===== config.mk =====
export PLATFORM = sky130hd
export DESIGN_NAME = mem_access
export DESIGN_NICKNAME = d
export VERILOG_FILES = /design/src/rtl/mem_access.sv
export SDC_FILE = /design/constraint.sdc
export NUM_CORES = 1
export LEC_CHECK = 0
export ABC_CLOCK_PERIOD_IN_PS = 3600
export BUFFER_PORTS_ARGS = -buffer_cell sky130_fd_sc_hd__buf_2
export CORE_AREA = 3 3 100 102
export DETAILED_ROUTE_END_ITERATION = 6
export DIE_AREA = 0 0 103 105
export GPL_ROUTABILITY_DRIVEN = 0
export HOLD_SLACK_MARGIN = 0.1
export PLACE_DENSITY = 0.74
export SLEW_MARGIN = 20
export SYNTH_ARGS = -nofsm -noshare
export SYNTH_HDL_FRONTEND = slang
export SYNTH_SLANG_ARGS = --single-unit

===== constraint.sdc =====
create_clock -name clk_sys -period 3.6 [get_ports clk_sys]
set_input_delay 0.18 -clock clk_sys [delete_from_list [all_inputs] [get_ports clk_sys]]
set_output_delay 0.18 -clock clk_sys [all_outputs]
set_load 0.05 [all_outputs]

===== src/rtl/mem_access.sv =====
// Memory-access pipeline stage: runs req/gnt/rvalid bus transactions for loads/stores,
// aligns/extends load data and registers the write-back bundle. Optional MACC_MISALIGN_CHK_EN.
module mem_access #(
   parameter int ADDR_W = 32,
   parameter int XLEN   = 32
) (
   input  logic              clk_sys,
   input  logic              rst_sys,
   input  logic              i_rd_wen,
   input  logic [4:0]        i_rd_addr,
   input  logic [XLEN-1:0]   i_result,
   input  logic              i_mem_wen,
   input  logic              i_mem_ren,
   input  logic [ADDR_W-1:0] i_mem_addr,
   input  logic [XLEN-1:0]   i_mem_wdata,
   input  logic [3:0]        i_mem_wbe,
   input  logic [3:0]        i_mem_rdtype,
   output logic              o_stall,
   output logic              o_bus_req,
   output logic              o_bus_we,
   output logic [ADDR_W-1:0] o_bus_addr,
   output logic [XLEN-1:0]   o_bus_wdata,
   output logic [3:0]        o_bus_be,
   input  logic              i_bus_gnt,
   input  logic              i_bus_rvalid,
   input  logic [XLEN-1:0]   i_bus_rdata,
   output logic              o_wb_rd_wen,
   output logic [4:0]        o_wb_rd_addr,
   output logic [XLEN-1:0]   o_wb_data,
   output logic              o_misalign
);

   typedef enum logic [1:0] {
      IDLE,
      WAIT_GNT,
      WAIT_RVALID
   } state_t;

   state_t            r_state;
   state_t            w_nextState;
   logic              w_memOp;
   logic              w_isLoad;
   logic              w_complete;
   logic              w_misalign;
   logic [1:0]        w_offset;
   logic [3:0]        w_loadBe;
   logic [XLEN-1:0]   w_shifted;
   logic [XLEN-1:0]   w_loadData;
   logic              r_wbRdWen;
   logic [4:0]        r_wbRdAddr;
   logic [XLEN-1:0]   r_wbData;

   // Both ren and wen high is treated as a load.
   assign w_memOp  = i_mem_ren | i_mem_wen;
   assign w_isLoad = i_mem_ren;
   assign w_offset = i_mem_addr[1:0];

`ifdef MACC_MISALIGN_CHK_EN
   logic w_isHalf;
   logic w_isWord;
   logic r_misalign;

   always_comb begin
      w_isHalf = 1'b0;
      w_isWord = 1'b0;
      if (w_isLoad) begin
         w_isWord = i_mem_rdtype[2];
         w_isHalf = i_mem_rdtype[1] & ~i_mem_rdtype[2];
      end else begin
         case (i_mem_wbe)
            4'b1111:                   w_isWord = 1'b1;
            4'b0011, 4'b0110, 4'b1100: w_isHalf = 1'b1;
            default:                   w_isHalf = 1'b0;
         endcase
      end
      w_misalign = w_memOp & ((w_isHalf & w_offset[0]) | (w_isWord & (|w_offset)));
   end

   always_ff @(posedge clk_sys) begin
      if (rst_sys) begin
         r_misalign <= 1'b0;
      end else begin
         r_misalign <= w_misalign & (r_state == IDLE);
      end
   end

   assign o_misalign = r_misalign;
`else
   assign w_misalign = 1'b0;
   assign o_misalign = 1'b0;
`endif

   always_comb begin
      if (i_mem_rdtype[2]) begin
         w_loadBe = 4'b1111;
      end else if (i_mem_rdtype[1]) begin
         w_loadBe = 4'b0011 << w_offset;
      end else begin
         w_loadBe = 4'b0001 << w_offset;
      end
   end

   assign o_bus_we    = i_mem_wen & ~i_mem_ren;
   assign o_bus_addr  = {i_mem_addr[ADDR_W-1:2], 2'b00};
   assign o_bus_wdata = i_mem_wdata;
   assign o_bus_be    = w_isLoad ? w_loadBe : i_mem_wbe;

   // Lanes shifted down by the byte offset, then narrowed and extended per load type.
   always_comb begin
      w_shifted = i_bus_rdata >> {w_offset, 3'b000};
      if (i_mem_rdtype[2]) begin
         w_loadData = w_shifted;
      end else if (i_mem_rdtype[1]) begin
         w_loadData = {{(XLEN-16){~i_mem_rdtype[3] & w_shifted[15]}}, w_shifted[15:0]};
      end else begin
         w_loadData = {{(XLEN-8){~i_mem_rdtype[3] & w_shifted[7]}}, w_shifted[7:0]};
      end
   end

   always_ff @(posedge clk_sys) begin
      if (rst_sys) begin
         r_state <= IDLE;
      end else begin
         r_state <= w_nextState;
      end
   end

   always_comb begin
      w_nextState = r_state;
      case (r_state)
         IDLE: begin
            if (w_memOp && !w_misalign) begin
               if (!i_bus_gnt) begin
                  w_nextState = WAIT_GNT;
               end else if (w_isLoad) begin
                  w_nextState = WAIT_RVALID;
               end
            end
         end
         WAIT_GNT: begin
            if (i_bus_gnt) begin
               w_nextState = w_isLoad ? WAIT_RVALID : IDLE;
            end
         end
         WAIT_RVALID: begin
            if (i_bus_rvalid) begin
               w_nextState = IDLE;
            end
         end
         default: w_nextState = IDLE;
      endcase
   end

   // Request and stall are forced low while reset is asserted.
   always_comb begin
      o_bus_req  = 1'b0;
      w_complete = 1'b0;
      if (!rst_sys && w_memOp) begin
         case (r_state)
            IDLE: begin
               if (w_misalign) begin
                  w_complete = 1'b1;
               end else begin
                  o_bus_req  = 1'b1;
                  w_complete = i_bus_gnt & ~w_isLoad;
               end
            end
            WAIT_GNT: begin
               o_bus_req  = 1'b1;
               w_complete = i_bus_gnt & ~w_isLoad;
            end
            WAIT_RVALID: w_complete = i_bus_rvalid;
            default:     w_complete = 1'b0;
         endcase
      end
      o_stall = ~rst_sys & w_memOp & ~w_complete;
   end

   always_ff @(posedge clk_sys) begin
      if (rst_sys) begin
         r_wbRdWen  <= 1'b0;
         r_wbRdAddr <= '0;
         r_wbData   <= '0;
      end else if (!w_memOp) begin
         r_wbRdWen  <= i_rd_wen;
         r_wbRdAddr <= i_rd_addr;
         r_wbData   <= i_result;
      end else if (w_complete) begin
         r_wbRdWen  <= i_rd_wen & w_isLoad & ~w_misalign;
         r_wbRdAddr <= i_rd_addr;
         r_wbData   <= (w_isLoad && !w_misalign) ? w_loadData : i_result;
      end else begin
         r_wbRdWen  <= 1'b0;
      end
   end

   assign o_wb_rd_wen  = r_wbRdWen;
   assign o_wb_rd_addr = r_wbRdAddr;
   assign o_wb_data    = r_wbData;

endmodule


======== After elaboration in Yosys (flattened, before gate mapping) ========
Cells that the tools add are included.
storage, ports and cells
  flip-flop bits (word level) ............. 40
  input port bits ......................... 148
  output and inout port bits .............. 110
  word-level logic and storage cells ...... 54
cells by class
  equality and inequality tests ........... 7
  shift operators ......................... 3
  mux-type cells .......................... 23
  bitwise gates (word level) .............. 12
  reductions and logical operators ........ 5
operators with widths
  cell                                                                     number
  32-bit 2-to-1 mux                                                        5
  32-bit by 5-bit >> shifter with 32-bit output                            1
  2-bit 2-to-1 mux                                                         6
  4-bit 2-to-1 mux                                                         3
  5-bit 2-to-1 mux                                                         2
  1-bit bitwise AND                                                        7
  2-bit inequality test, second input constant                             3
  2-bit case mux with 3 select lines                                       1
  1-bit 2-to-1 mux                                                         5
  1-bit inverter                                                           4
  4-bit AND reduction                                                      1
  1-bit by 2-bit << shifter with 4-bit output, first input constant        1
  2-bit by 2-bit << shifter with 4-bit output, first input constant        1
  3-bit inequality test, second input constant                             1
  2-bit by 1-bit equality test with 1-bit output, second input constant    1
  2-bit equality test, second input constant                               1
  2-bit zero test                                                          1
  2-bit by 1-bit inequality test with 1-bit output, second input constant  1
  1-bit case mux with 2 select lines                                       1
  2-bit OR reduction                                                       1
  1-bit logical AND                                                        1
  1-bit zero test                                                          1
  1-bit OR                                                                 1

======== Longest topological paths before layout ========
  depth in word-level cells ............... 7
  mapped depth ............................ 8
  gate-level depth less buffers ........... 4

======== Worst setup path before layout ========
OpenSTA, ideal clock, no wires.
  kind .................................... input -> output
  start point ............................. input i_mem_addr[0]
  end point ............................... output o_bus_be[2]
  data arrival time ....................... 1848 ps
  data required time ...................... 3420 ps
  path slack .............................. 1572 ps
  stages .................................. 8
  buffers on the path ..................... 4
  cell sequence ........................... buf_4 > buf_8 > buf_4 > buf_2 > nand2_1 > nor2_1 > nor3_1 > a21oi_1
on the way
  word-level cells in the longest chain between the ends .. 4
  elaborated cells on any way between the ends .. 5
  classes of those cells .................. shift: 2; mux: 3
RTL lines
  element                                                                                                            line    text
  start: declaration                                                                                                 14      input logic [ADDR_W-1:0] i_mem_addr,
  2-bit by 2-bit << shifter with 4-bit output / 1-bit by 2-bit << shifter with 4-bit output (equally long branches)  97, 99
  4-bit 2-to-1 mux *                                                                                                 96      end else if (i_mem_rdtype[1]) begin
  4-bit 2-to-1 mux *                                                                                                 94      if (i_mem_rdtype[2]) begin
  4-bit 2-to-1 mux *                                                                                                 106     assign o_bus_be = w_isLoad ? w_loadBe : i_mem_wbe;
  end: declaration                                                                                                   23      output logic [3:0] o_bus_be,
Mark *: on every way between the ends. The rest lies on a longest branch, timed or not.

======== Final worst setup path ========
  start point ............................. register r_state[1]
  end point ............................... output o_stall
on the way
  word-level cells in the longest chain between the ends .. 6
  elaborated cells on any way between the ends .. 8
  classes of those cells .................. eq/ne: 2; mux: 2; bitwise: 2; reduce/logical: 2
RTL lines
  element                                                                                   line  text
  start: declaration                                                                        39    state_t r_state;
  start signal: assignment                                                                  124   r_state <= w_nextState;
  2-bit by 1-bit equality test with 1-bit output / 2-bit zero test (equally long branches)  159   case (r_state)
  2-bit OR reduction (no source line)                                                       n/a
  1-bit case mux with 2 select lines *                                                      159
  1-bit 2-to-1 mux *                                                                        158   if (!rst_sys && w_memOp) begin
  1-bit inverter *                                                                          176   o_stall = ~rst_sys & w_memOp & ~w_complete;
  1-bit bitwise AND *                                                                       176
  end: declaration                                                                          18    output logic o_stall,
Marked as above.

==> flow_summary.ini <==
[timing]
slew_violations = 0
finalSetupViolations = 0
max_freq_ghz = 0.446
maxSlewHeadroom_pct = 42.7
final.period_utilization_pct = 62.2
final.setup.tns_ns = 0
fin_crit_ns = 2.24
hold_viol_final = 0
worst_pin_slew_ns = 0.860
rsz0062_at_grt = false
clock_skew_ns = 0.00177

[synth]
syn_inst = 368
syn_area_mm2 = 0.00322
synth_cell_types = 51
ys_ff_latch = 40
synth_ff_type = dfxtp_1
ys_seq_area_share_pct = 24.9
synth.avg_cell_area_um2 = 8.74
yosys_warnings = 0
synthArstFlopShare_pct = 0
synth-edff-count = 0

[detailed_routing]
routed_via_density = 5.77
remaining_drc_errors = 0
drt-wirelength-per-cell_um = 20.0
routed_wl_um = 10500
antenna_left = 0
first_pass_iters = 4
drt_iter0_markers = 219
num_vias = 3021

[worst_setup_path]
crit_arrival_ns = 2.06
start_kind = register
worstPathMaxFanout = 11
required_ns = 3.42
cp-end-kind = primary output
criticalPathCategory = register to primary output
r2r_setup_slack_ns = 1.46

[cts]
path_clk_slew_ns = 0.08
post_cts_buffers = 0
worstSkewPairLatency_ns = 0.29
clockRootBuffer = clkbuf_8
cts-resized-gates = 0
cts_buffers = 5
clock-sinks = 40
cts_buffer_depth = 2
holdBufCountCts = 0
cts_tree = yes
htreeDepth = 2

[power_and_ir_drop]
total_power_mw = 1.30
cellPowerDensity_mw_per_mm2 = 376
ir_drop_mv = 0.199
leakagePower_nw = 1.50

[floorplan]
io_pins = 258
die_x_um = 103
core_mm2 = 0.00920
die_h_um = 105
fp-row-count = 35
dieArea_mm2 = 0.0108
start_util_pct = 35.0

[global_routing]
grt_util_met1_pct = 23.7
use_met3_pct = 5.34
grt.busiest_layer = met2
grt_overflow = 0
antenna_found_initial = 0
grt_pass1_vias = 3074
grt_pass1_wl_um = 16300
grt_start_max_net_pins = 49
grt_use_met2_pct = 30.6
grt_usage_pct = 19.1

[status]
status = completed

[worst_hold_path]
hp-class = input pin to register

[final_layout]
syn2layout_area_growth_pct = 7.39
fin_area_mm2 = 0.00345
nNetsFinal = 561
drive_gt1_share_pct = 41.4
n_antenna_cell = 0
utilization_pct = 37.6

[job]
maxCapViolations = 0

[place]
dpl.hpwl_um = 7940
port_buffers = 129
placed_area_mm2 = 0.00337
path summary, 6_finish.rpt:
path	cells past startpoint	from	end
hold / removal	2	i_bus_gnt	r_state[0]
setup / recovery	4	r_state[1]	o_stall
setup reg to reg	4	r_state[1]	o_wb_data[8]
hold reg to reg	2	o_wb_rd_addr[3]	o_wb_rd_addr[3]
report_power, final:
part           leakage [nW]  switching, mW  total [mW]  internal (mW)
Sequential            0.329         0.0233       0.504          0.480
Clock                0.0400          0.168       0.300          0.132
Combinational          1.13          0.339       0.495          0.156
kinds of logic (layout without fill, tap and decap cells):
family / count (synthesis) / in the layout / synth area share (%)
flip-flops: 40 / 40 / 24.9
buffers and inverters: 108 / 151 / 21.7
other: 1 / 3 / 0.117
AND/OR/NAND/NOR: 75 / 75 / 13.3
multiplexers: 25 / 25 / 11.2
AO/OA/AOI/OAI: 119 / 119 / 28.8
cell usage after synthesis (2+ instances only):
library cell / count / area share, %
nor3_2: 2 / 0.62
a22o_1: 7 / 1.9
buf_4: 67 / 16
a311oi_1: 8 / 2.2
inv_1: 13 / 1.5
a31oi_1: 10 / 1.9
nand3_2: 2 / 0.62
dfxtp_1: 40 / 25
nand2_1: 13 / 1.5
o211ai_1: 17 / 4.0
buf_1: 5 / 0.58
o22a_1: 7 / 1.9
mux2_2: 7 / 2.5
nand3_1: 7 / 1.1
a21oi_1: 18 / 2.8
o2bb2ai_1: 7 / 1.9
o21ai_0: 7 / 1.1
buf_2: 7 / 1.1
or2_2: 3 / 0.58
buf_6: 3 / 1.1
mux4_2: 8 / 5.6
a221oi_1: 8 / 2.2
a211oi_2: 2 / 0.78
nor3_1: 3 / 0.47
nand4b_1: 8 / 2.2
mux2i_1: 10 / 3.1
a21o_1: 2 / 0.47
clkbuf_1: 12 / 1.4
o41ai_1: 8 / 2.2
nor2b_1: 3 / 0.58
nor2_1: 25 / 2.9
nand3b_1: 2 / 0.47
a211oi_1: 9 / 2.1
worst max-delay path: stages (launching register included):
cell      delay, ns
dfxtp_1        0.49
nand2b_4       0.28
a21oi_2        0.14
nor3_2         0.48
buf_2          0.37
through the flow:
stage / cells / hold slack (ns) / setup WS, ns
6_report: 524 / 0.128 / 1.36
5_1_grt: 524 / 0.135 / 1.25
4_1_cts: 524 / 0.118 / 1.38
3_5_place_dp: 517 / 0.360 / 1.38
3_3_place_gp: 517 / 0.360 / 1.44
2_1_floorplan: 370 / 0.259 / 1.57
placed cells by master (no fill, tap or decap), types with 8 or more instances in the layout:
| cell | instances |
|---|---|
| a211oi_1 | 9 |
| a21oi_1 | 18 |
| a221oi_1 | 8 |
| a311oi_1 | 8 |
| a31oi_1 | 10 |
| buf_2 | 129 |
| dfxtp_1 | 40 |
| inv_1 | 13 |
| mux2i_1 | 10 |
| mux4_2 | 8 |
| nand2_1 | 13 |
| nand4b_1 | 8 |
| nor2_1 | 25 |
| o211ai_1 | 17 |
| o41ai_1 | 8 |
layout make-up:
cell class	count	area, um^2
Fill cell	954	5740
Multi-Input combinational cell	222	1720
Sequential cell	40	801
Timing Repair Buffer	131	661
Tap cell	111	139
Clock buffer	5	68.8
Inverter	13	48.8
Clock inverter	2	12.5
flip-flops by register name, indices dropped and copies added (netlist names):
name and flops:
o_wb_data 32, o_wb_rd_addr 5, o_wb_rd_wen 1, r_state 2
layer usage:
layer | vias up | part of all wire (%)
met5 | - | 0
met4 | 0 | 3.3
met3 | 37 | 7.9
met2 | 148 | 48
met1 | 1430 | 41
li1 | 1406 | -
(Power assumes the default switching activity.)
